`config.mk`:
```
export PLATFORM = sky130hd
export DESIGN_NAME = cv32e40p_x_result_buffer
export DESIGN_NICKNAME = d
export VERILOG_FILES = /design/src/rtl/cv32e40p_pkg.sv /design/src/rtl/cv32e40p_x_result_fifo.sv /design/src/rtl/cv32e40p_x_result_buffer.sv
export SDC_FILE = /design/constraint.sdc
export NUM_CORES = 1
export LEC_CHECK = 0
export ABC_AREA = 1
export ABC_CLOCK_PERIOD_IN_PS = 3500
export BUFFER_PORTS_ARGS = -buffer_cell sky130_fd_sc_hd__buf_2
export CAP_MARGIN = 20
export CORE_AREA = 4 4 125 127
export CTS_CLUSTER_DIAMETER = 60
export DETAILED_ROUTE_END_ITERATION = 7
export DIE_AREA = 0 0 129 131
export PLACE_DENSITY = 0.78
export REMOVE_ABC_BUFFERS = 1
export SYNTH_ARGS = -nofsm -noshare
export SYNTH_HDL_FRONTEND = slang
export SYNTH_SLANG_ARGS = --single-unit
```
`constraint.sdc`:
```
create_clock -name clk -period 3.5 [get_ports clk]
set_input_delay 0.175 -clock clk [delete_from_list [all_inputs] [get_ports clk]]
set_output_delay 0.175 -clock clk [all_outputs]
set_load 0.01 [all_outputs]
```
`src/rtl/cv32e40p_pkg.sv`:
```
// -----------------------------------------------------------------------------
// cv32e40p_pkg
// Shared types and constants for the coprocessor (X-interface) result path.
//   x_result_entry_t        : one buffered writeback {rd, data}
//   X_RESULT_DEPTH_DEFAULT  : default number of buffered results
//   X_STARVE_LIMIT_DEFAULT  : default blocked-cycle count before a stall request
//   rd_onehot()             : destination register index to a 32-bit one-hot mask
// -----------------------------------------------------------------------------
package cv32e40p_pkg;

  typedef struct packed {
    logic [4:0]  rd;
    logic [31:0] data;
  } x_result_entry_t;

  localparam int X_RESULT_DEPTH_DEFAULT = 4;
  localparam int X_STARVE_LIMIT_DEFAULT = 8;

  function automatic logic [31:0] rd_onehot(input logic [4:0] rd);
    rd_onehot = 32'd1 << rd;
  endfunction

endpackage

```
`src/rtl/cv32e40p_x_result_fifo.sv`:
```
// -----------------------------------------------------------------------------
// cv32e40p_x_result_fifo
// Generic synchronous FIFO of x_result_entry_t, synchronous active-high reset.
// Ports:
//   clk, rst        : clock, synchronous active-high reset
//   i_push, i_wdata : write request and entry (ignored while full)
//   i_pop           : read request (ignored while empty)
//   o_rdata         : head entry
//   o_full, o_empty : occupancy flags
//   o_count         : occupancy, 0..DEPTH
//   o_valid         : per-slot valid bit
//   o_rd            : per-slot destination register (qualify with o_valid)
// -----------------------------------------------------------------------------
module cv32e40p_x_result_fifo
  import cv32e40p_pkg::*;
#(
  parameter int DEPTH = X_RESULT_DEPTH_DEFAULT
) (
  input  logic                     clk,
  input  logic                     rst,
  input  logic                     i_push,
  input  x_result_entry_t          i_wdata,
  input  logic                     i_pop,
  output x_result_entry_t          o_rdata,
  output logic                     o_full,
  output logic                     o_empty,
  output logic [$clog2(DEPTH):0]   o_count,
  output logic [DEPTH-1:0]         o_valid,
  output logic [4:0]               o_rd [DEPTH]
);

  localparam int AW = $clog2(DEPTH);
  localparam int CW = AW + 1;
  localparam logic [CW-1:0] LP_DEPTH = CW'(DEPTH);

  x_result_entry_t r_mem [DEPTH];
  logic [AW-1:0]   r_head;
  logic [AW-1:0]   r_tail;
  logic [CW-1:0]   r_count;
  logic [DEPTH-1:0] r_valid;

  logic w_do_push;
  logic w_do_pop;

  assign o_full    = (r_count == LP_DEPTH);
  assign o_empty   = (r_count == '0);
  assign w_do_push = i_push & ~o_full;
  assign w_do_pop  = i_pop & ~o_empty;

  // Storage is not reset; r_valid alone says which slots hold live data.
  always_ff @(posedge clk) begin
    if (w_do_push) r_mem[r_tail] <= i_wdata;
  end

  // DEPTH is a power of two, so the pointers wrap by natural overflow.
  always_ff @(posedge clk) begin
    if (rst) begin
      r_head  <= '0;
      r_tail  <= '0;
      r_count <= '0;
      r_valid <= '0;
    end else begin
      if (w_do_push) begin
        r_valid[r_tail] <= 1'b1;
        r_tail          <= r_tail + AW'(1);
      end
      if (w_do_pop) begin
        r_valid[r_head] <= 1'b0;
        r_head          <= r_head + AW'(1);
      end
      r_count <= r_count + CW'(w_do_push) - CW'(w_do_pop);
    end
  end

  assign o_rdata = r_mem[r_head];
  assign o_count = r_count;
  assign o_valid = r_valid;

  always_comb begin
    for (int i = 0; i < DEPTH; i++) o_rd[i] = r_mem[i].rd;
  end

endmodule

```
`src/rtl/cv32e40p_x_result_buffer.sv`:
```
// -----------------------------------------------------------------------------
// cv32e40p_x_result_buffer
// Buffers X-interface result writebacks and releases them, in order, onto the
// execute stage's ALU write port whenever the core leaves that port free.
// Results with we=0 or rd=0 are accepted and dropped. A registered stall
// request is raised when the head result has been blocked for STARVE_LIMIT
// consecutive cycles.
// Optional build macro: X_RESULT_BYPASS_EN -- when the buffer is empty and the
// port is free, a storable incoming result is presented in the same cycle
// without being stored.
// Ports:
//   clk, rst                  : clock, synchronous active-high reset
//   x_result_valid_i/ready_o  : result handshake (transfer on valid & ready)
//   x_result_rd_i/we_i/data_i : result payload
//   wb_port_free_i            : ALU write port unused by the core this cycle
//   x_rvalid_o/x_rd_o/x_data_o: result presented on the write port (0 if idle)
//   pending_rd_o              : one-hot OR of buffered destinations
//   stall_req_o               : request ID stage stall
//   count_o                   : occupancy
// -----------------------------------------------------------------------------
module cv32e40p_x_result_buffer
  import cv32e40p_pkg::*;
#(
  parameter int DEPTH        = X_RESULT_DEPTH_DEFAULT,
  parameter int STARVE_LIMIT = X_STARVE_LIMIT_DEFAULT
) (
  input  logic                   clk,
  input  logic                   rst,
  input  logic                   x_result_valid_i,
  output logic                   x_result_ready_o,
  input  logic [4:0]             x_result_rd_i,
  input  logic                   x_result_we_i,
  input  logic [31:0]            x_result_data_i,
  input  logic                   wb_port_free_i,
  output logic                   x_rvalid_o,
  output logic [4:0]             x_rd_o,
  output logic [31:0]            x_data_o,
  output logic [31:0]            pending_rd_o,
  output logic                   stall_req_o,
  output logic [$clog2(DEPTH):0] count_o
);

  localparam logic [7:0] LP_STARVE_LIMIT = 8'(STARVE_LIMIT);

  x_result_entry_t  w_wdata;
  x_result_entry_t  w_head;
  logic             w_full;
  logic             w_empty;
  logic [DEPTH-1:0] w_valid;
  logic [4:0]       w_rd [DEPTH];

  logic w_push_hs;
  logic w_storable;
  logic w_push;
  logic w_pop;
  logic w_bypass;

  logic [7:0] r_starve;
  logic [7:0] w_starve_nxt;
  logic       r_stall;

  // Ready comes from the registered occupancy only (!full == count < DEPTH),
  // so a pop in the same cycle never makes room for a push.
  assign x_result_ready_o = ~w_full;
  assign w_push_hs        = x_result_valid_i & x_result_ready_o;
  assign w_storable       = x_result_we_i & (x_result_rd_i != 5'd0);
  assign w_pop            = ~rst & ~w_empty & wb_port_free_i;

`ifdef X_RESULT_BYPASS_EN
  assign w_bypass = ~rst & w_push_hs & w_storable & w_empty & wb_port_free_i;
`else
  assign w_bypass = 1'b0;
`endif

  assign w_push  = w_push_hs & w_storable & ~w_bypass;
  assign w_wdata = '{rd: x_result_rd_i, data: x_result_data_i};

  cv32e40p_x_result_fifo #(
    .DEPTH (DEPTH)
  ) u_fifo (
    .clk     (clk),
    .rst     (rst),
    .i_push  (w_push),
    .i_wdata (w_wdata),
    .i_pop   (w_pop),
    .o_rdata (w_head),
    .o_full  (w_full),
    .o_empty (w_empty),
    .o_count (count_o),
    .o_valid (w_valid),
    .o_rd    (w_rd)
  );

  // Write-port drive: bypass and pop are mutually exclusive (bypass needs empty).
  always_comb begin
    x_rvalid_o = 1'b0;
    x_rd_o     = 5'd0;
    x_data_o   = 32'd0;
    if (w_bypass) begin
      x_rvalid_o = 1'b1;
      x_rd_o     = x_result_rd_i;
      x_data_o   = x_result_data_i;
    end else if (w_pop) begin
      x_rvalid_o = 1'b1;
      x_rd_o     = w_head.rd;
      x_data_o   = w_head.data;
    end
  end

  // Each live slot contributes its own bit, so duplicate rds stay flagged
  // until the last matching entry has left.
  always_comb begin
    pending_rd_o = 32'd0;
    for (int i = 0; i < DEPTH; i++) begin
      if (w_valid[i]) pending_rd_o = pending_rd_o | rd_onehot(w_rd[i]);
    end
    pending_rd_o[0] = 1'b0;
  end

  // Starve counter: counts blocked cycles of a non-empty buffer, saturating.
  always_comb begin
    w_starve_nxt = r_starve;
    if (w_pop || w_empty) begin
      w_starve_nxt = 8'd0;
    end else if (!wb_port_free_i && (r_starve != 8'hFF)) begin
      w_starve_nxt = r_starve + 8'd1;
    end
  end

  // The stall flag is registered from the counter's next value: it rises the
  // cycle after the counter reaches the limit and drops the cycle after a pop.
  always_ff @(posedge clk) begin
    if (rst) begin
      r_starve <= 8'd0;
      r_stall  <= 1'b0;
    end else begin
      r_starve <= w_starve_nxt;
      r_stall  <= (w_starve_nxt >= LP_STARVE_LIMIT);
    end
  end

  assign stall_req_o = r_stall;

endmodule

```
==> results of run 1 <==
==> sequential cells by signal, indices dropped and copies added, names as in the netlist, named ones only <==
| name | cells |
|---|---|
| u_fifo.r_head | 2 |
| u_fifo.o_count | 3 |
| r_starve | 8 |
| u_fifo.r_mem | 148 |
| u_fifo.o_valid | 4 |
| stall_req_o | 1 |
| u_fifo.r_tail | 2 |
==> cell usage in the layout, fill, tap and decap left out, types with 2 or more instances in the layout <==
cell,netlist,layout
o21ai_1,2,2
o2bb2ai_1,4,4
inv_1,68,68
xor2_1,2,2
nand3_1,44,44
a221oi_2,3,3
edfxtp_1,148,148
ha_1,10,10
o21ai_0,75,75
nor3_1,9,9
nand2_1,76,76
o211ai_1,2,2
buf_4,1,9
a22oi_1,8,8
dlygate4sd3_1,0,36
clkinvlp_4,0,2
nand2_2,4,4
o221ai_1,17,17
inv_6,1,7
clkinv_2,0,3
nand4_1,7,7
clkinv_1,2,2
a211oi_1,2,2
nor2_4,0,4
o2111ai_1,10,10
dfxtp_1,22,20
clkbuf_16,0,17
nor2_2,5,5
buf_2,13,115
a21oi_2,10,10
dfxtp_2,0,2
nor4_1,2,2
nor2_1,186,182
a21oi_1,54,54
==> power by group through the flow <==
stage / registers, mW / logic, mW / clock network (mW)
6_report: 2.40 / 1.32 / 1.76
4_1_cts: 2.40 / 1.31 / 1.78
3_5_place_dp: 2.44 / 1.26 / 0
5_1_grt: 2.41 / 1.47 / 1.88
2_1_floorplan: 2.52 / 0.737 / 0
3_3_place_gp: 2.43 / 1.24 / 0
==> area by class of cell <==
| type | count | area, um2 |
|---|---|---|
| clock buffers | 18 | 429 |
| clock inverters | 14 | 133 |
| fillers | 1081 | 4670 |
| inverters | 73 | 282 |
| multi-input cells | 538 | 2770 |
| flip-flops and latches | 170 | 4890 |
| well taps | 184 | 230 |
| repair buffers | 161 | 1020 |
==> worst min-delay path by stage <==
stage | end | slack (ns) | depth (start not counted)
2_1_floorplan | u_fifo.o_count[0]$_SDFF_PP0_ | 0.25 | 1
3_3_place_gp | u_fifo.r_mem[2][27]$_DFFE_PP_ | 0.40 | 1
3_5_place_dp | u_fifo.r_mem[2][27]$_DFFE_PP_ | 0.39 | 1
4_1_cts | u_fifo.r_mem[0][14]$_DFFE_PP_ | 0.001 | 1
5_1_grt | u_fifo.r_mem[0][35]$_DFFE_PP_ | 0.009 | 1
6_report | u_fifo.r_mem[1][35]$_DFFE_PP_ | 0.01 | 1
==> worst max-delay path, delay by kind of cell, from the launching register on <==
kind / cells / cell delay [ns]
buf+inv: 2 / 0.34
compound gates: 1 / 0.10
simple gates: 2 / 0.80
flops: 1 / 0.60
==> metal layers <==
metal	share of wire, %	track usage (%)	wire, um
met5	0	0	0
met4	3.4	9.64	689
met3	8.5	4.51	1730
met2	48	39.7	9780
met1	40	32.7	8210
==> cells by family after synthesis <==
family | after synthesis | share of synthesized area [%]
AOI/OAI and AO/OA | 188 | 14.5
xor gates and xnor gates | 2 | 0.216
adders and majority gates | 11 | 1.79
buffers and inverters | 111 | 5.81
DFF | 170 | 60.3
other | 1 | 0.0463
and+or+nand+nor | 336 | 17.3
==> flow_metrics.py, run 1 <==
metrics = {
    "sta": {
        "fmax_ghz": 0.412,
        "holdWs_ns": 0.0124,
        "setup_viol": 0,
        "slew_violations": 0,
        "skew_ns": 0.00823,
        "min_period_over_period_pct": 69.4,
        "rsz0062_at_grt": "no",
        "slew-limit-headroom_pct": 45.9,
        "setup_ws_ns": 1.07,
        "hold_viol": 0,
        "min_period_ns": 2.43,
        "tightest_slew_ns": 0.804,
        "setup_tns_ns": 0,
    },
    "die": {
        "core.rowCount": 44,
        "dieArea_mm2": 0.0169,
        "ioPinCount": 117,
        "die_h_um": 131,
        "dieWidth_um": 129,
        "coreArea_mm2": 0.0144,
        "start_util_pct": 56.1,
    },
    "place": {
        "port_buffers": 115,
        "dpl.hpwl_mm": 13.6,
        "gp_congestion": 0.987,
        "dp.cells": 1089,
        "place_area_mm2": 0.00881,
        "pre_cts_ws_ns": 1.20,
    },
    "yosys": {
        "synth_most_common_cell": "nor2_1",
        "ys_warn_count": 0,
        "synth-edff-count": 148,
        "synthArstFlopShare_pct": 0,
        "synthCells": 819,
        "synthFlopType": "edfxtp_1",
        "syn_area_per_cell_um2": 9.88,
        "yosysTopAreaCellShare_pct": 54.9,
        "ys_ff_latch": 170,
        "ys_seq_area_share_pct": 60.3,
        "synth_top_cell_by_area": "edfxtp_1",
        "ys_top_cells_by_count": "nor2_1, edfxtp_1, nand2_1",
        "synth.distinct_cells": 39,
        "synth_area_leaders": "edfxtp_1, nor2_1, dfxtp_1",
        "netlist_area_mm2": 0.00810,
    },
    "clock_tree": {
        "cts_resized": 0,
        "clock_latency_ns": 0.42,
        "clk_pin_slew_ns": 0.06,
        "root_buffer": "clkbuf_16",
        "cts_buffer_depth": 2,
        "post_cts_buffers": 0,
        "ctsHoldBuffers": 35,
        "cts_inserted_buffers": 17,
        "h-tree-depth": 4,
        "cts.sinks": 170,
        "tritoncts": "yes",
    },
    "global_route": {
        "grt_max_degree": 76,
        "gr-total-overflow": 0,
        "grt_pass1_wl_mm": 32.0,
        "grt_pass1_vias": 6198,
        "grt_antenna_before_repair": 0,
        "grt_usage_pct": 24.4,
    },
    "final_layout": {
        "final_area_mm2": 0.00975,
        "drive_gt1_share_pct": 19.6,
        "layoutNonFillerInstCount": 1158,
        "fin_nets": 1014,
        "syn_to_final_growth_pct": 20.5,
        "utilization_pct": 67.6,
        "antenna_cells": 0,
    },
    "critical_path": {
        "rr_endpoint": "u_fifo.o_count[2]$_SDFF_PP0_",
        "cp_slowest_cell": "nor4_1",
        "critical_path_class": "flop to output port",
        "reg2reg_depth": 12,
        "rrSetupSlack_ns": 1.20,
        "worst_ep_arrival_time_ns": 2.25,
        "r2r_start": "u_fifo.o_count[0]$_SDFF_PP0_",
        "cp-endpoint": "pending_rd_o[26]",
        "start_kind": "flop",
        "crit_path_start": "u_fifo.r_mem[1][35]$_DFFE_PP_",
        "cp_cell_sequence": "inv_1, nor4_1, nand2_1, o2111ai_1, buf_2",
        "crit_path_max_incr_delay_ns": 0.70,
        "crit_path_max_fanout": 10,
        "required_ns": 3.32,
        "end_kind": "output port",
    },
    "power": {
        "p_total_mw": 5.48,
        "leakage_nw": 3.81,
        "p_int_mw": 3.74,
        "p_per_area_mw_per_mm2": 562,
        "clkPwrFrac_pct": 32.2,
        "vdd_drop_max_mv": 0.418,
        "p_sw_share_pct": 31.8,
        "seqPwrFrac_pct": 43.7,
        "p_sw_mw": 1.74,
        "combPwrFrac_pct": 24.1,
    },
    "drt": {
        "drt-total-wl_mm": 20.4,
        "num_vias": 6620,
        "drtIter0Drc": 682,
        "drtAntennaViolNets": 0,
        "drc": 0,
        "first_pass_iters": 5,
        "wl_per_cell_um": 17.6,
        "via_per_inst": 5.72,
    },
    "run": {
        "max_cap_viol_count": 0,
    },
    "outcome": {
        "status": "finished, final reports clean",
    },
    "hold_path": {
        "holdCritStartpoint": "x_result_rd_i[3]",
        "hold_class": "input pin to flop",
    },
}
Power figures use the tool's default switching activity.
==> run 2: changes to the inputs <==
Settings changed: ABC_CLOCK_PERIOD_IN_PS 3500 to 2400.
Clock period 3.5 ns to 2.4 ns, I/O delays scaled along.
==> run 2 against run 1 <==
  * Die area unchanged
  * Clock skew shrank 0.0017 ns
  * Sequential power up 46%
  * Register-to-register slack worse by 0.90 ns
  * Non-clock buffer count is 8 higher
  * Utilization rose by 1.4 points
  * Clock-buffer cell count unchanged
  * Largest cell class unchanged
  * Highest routed layer unchanged
==> flow_metrics.py, run 2 (same netlist as run 1, synthesis figures left out) <==
metrics = {
    "final_layout": {
        "layout_common_cells": "nor2_1, edfxtp_1, buf_2, nand2_1, o21ai_0",
        "top_register": "u_fifo.r_mem",
        "largest_reg_flops": 148,
        "drive_gt1_share_pct": 19.9,
        "final_common_cell": "nor2_1",
        "layoutNonFillerInstCount": 1166,
        "utilization_pct": 69.0,
        "fillCellCount": 1057,
        "fin_nets": 1022,
        "syn_to_final_growth_pct": 23.0,
        "antenna_cells": 0,
    },
    "run": {
        "max_cap_viol_count": 0,
    },
    "clock_tree": {
        "root_buffer": "clkbuf_16",
        "cts_buffer_depth": 2,
        "h-tree-depth": 4,
        "tritoncts": "yes",
        "cts_inserted_buffers": 17,
        "clock_latency_ns": 0.42,
        "clk_pin_slew_ns": 0.06,
        "cts.sinks": 170,
        "post_cts_buffers": 0,
    },
    "sta": {
        "fmax_ghz": 0.452,
        "setup_viol": 0,
        "rsz0062_at_grt": "no",
        "hold_viol": 0,
        "setup_tns_ns": 0,
        "min_period_ns": 2.21,
        "slew-limit-headroom_pct": 51.9,
        "tightest_slew_ns": 0.716,
        "min_period_over_period_pct": 92.1,
        "slew_violations": 0,
        "skew_ns": 0.00655,
        "setup_ws_ns": 0.189,
    },
    "drt": {
        "num_vias": 6711,
        "via_per_inst": 5.76,
        "first_pass_iters": 5,
        "wl_per_cell_um": 18.1,
        "drtIter0Drc": 759,
        "drtAntennaViolNets": 0,
        "drt-total-wl_mm": 21.1,
        "drc": 0,
    },
    "power": {
        "vdd_drop_max_mv": 0.589,
        "p_per_area_mw_per_mm2": 848,
        "leakage_nw": 3.90,
    },
    "global_route": {
        "grt_pass1_wl_mm": 32.8,
        "grt_max_degree": 76,
        "grt_usage_pct": 25.3,
        "gr-total-overflow": 0,
        "grt_pass1_vias": 6397,
        "grt_antenna_before_repair": 0,
    },
    "critical_path": {
        "critical_path_class": "flop to output port",
        "start_kind": "flop",
        "crit_path_max_fanout": 25,
        "end_kind": "output port",
        "worst_ep_arrival_time_ns": 2.09,
        "required_ns": 2.28,
        "rrSetupSlack_ns": 0.30,
    },
    "place": {
        "gp_congestion": 1.02,
        "pre_cts_ws_ns": 0.311,
        "dp.cells": 1097,
        "dpl.hpwl_mm": 13.5,
        "port_buffers": 115,
    },
    "die": {
        "ioPinCount": 117,
        "core.rowCount": 44,
        "dieArea_mm2": 0.0169,
        "start_util_pct": 56.1,
        "dieWidth_um": 129,
        "coreArea_mm2": 0.0144,
        "die_h_um": 131,
    },
    "hold_path": {
        "hold_class": "input pin to flop",
    },
    "outcome": {
        "status": "finished, final reports clean",
    },
}
-- run 2: cell type report --
type | instances | area (um2) | share of cell area, %
Clock inverter | 14 | 201 | 2.02
Timing Repair Buffer | 169 | 1140 | 11.5
Inverter | 73 | 282 | 2.83
Tap cell | 184 | 230 | 2.31
Sequential cell | 170 | 4890 | 49.1
Multi-Input combinational cell | 538 | 2780 | 28.0
Clock buffer | 18 | 429 | 4.31
-- run 2: metrics by stage --
step | hold WS (ns) | total power [mW] | area [um2]
2_1_floorplan | 0.191 | 4.75 | 7910
3_3_place_gp | 0.334 | 5.46 | 8930
3_5_place_dp | 0.335 | 5.52 | 8930
4_1_cts | 0.0734 | 8.45 | 9940
5_1_grt | 0.0805 | 8.81 | 9950
6_report | 0.0846 | 8.44 | 9950
-- run 2: worst max-delay path, cell delays in order (launching register included) --
cell and delay, ns:
dfxtp_1 0.37, nor2_2 0.20, nand2_2 0.09, nand2_4 0.12, nor2_8 0.06, inv_4 0.20
buf_6 0.33, a21oi_1 0.13, buf_2 0.17
-- run 2: what timing repair did --
item,in CTS,in global routing
resized for setup,0,3
endpoints found under the hold margin,148,0
hold buffers,37,0
endpoints found under the setup margin,0,8
-- run 2: routing by layer --
layer / global-route usage, % / vias to the layer above / part of all wire, %
met2: 42.0 / 349 / 49
met5: 0 / - / 0
met1: 31.9 / 3123 / 40
met4: 11.8 / 0 / 3.2
met3: 5.53 / 62 / 8.3
li1: - / 3177 / -
-- run 2: path summary, 6_finish.rpt --
| kind | to | startpoint | cells past startpoint |
|---|---|---|---|
| max | x_data_o[19] | u_fifo.o_count[1]$_SDFF_PP0_ | 8 |
| min | u_fifo.o_count[0]$_SDFF_PP0_ | rst | 2 |
| max reg2reg | u_fifo.o_count[2]$_SDFF_PP0_ | u_fifo.o_count[1]$_SDFF_PP0_ | 12 |
| min reg2reg | r_starve[1]$_SDFF_PP0_ | r_starve[1]$_SDFF_PP0_ | 2 |
-- run 2: where the power goes --
group	switching (mW)	internal [mW]	leakage, nW	total, mW
Clock	1.05	1.83	0.308	2.88
Combinational	1.39	0.666	2.07	2.06
Sequential	0.101	3.40	1.52	3.50
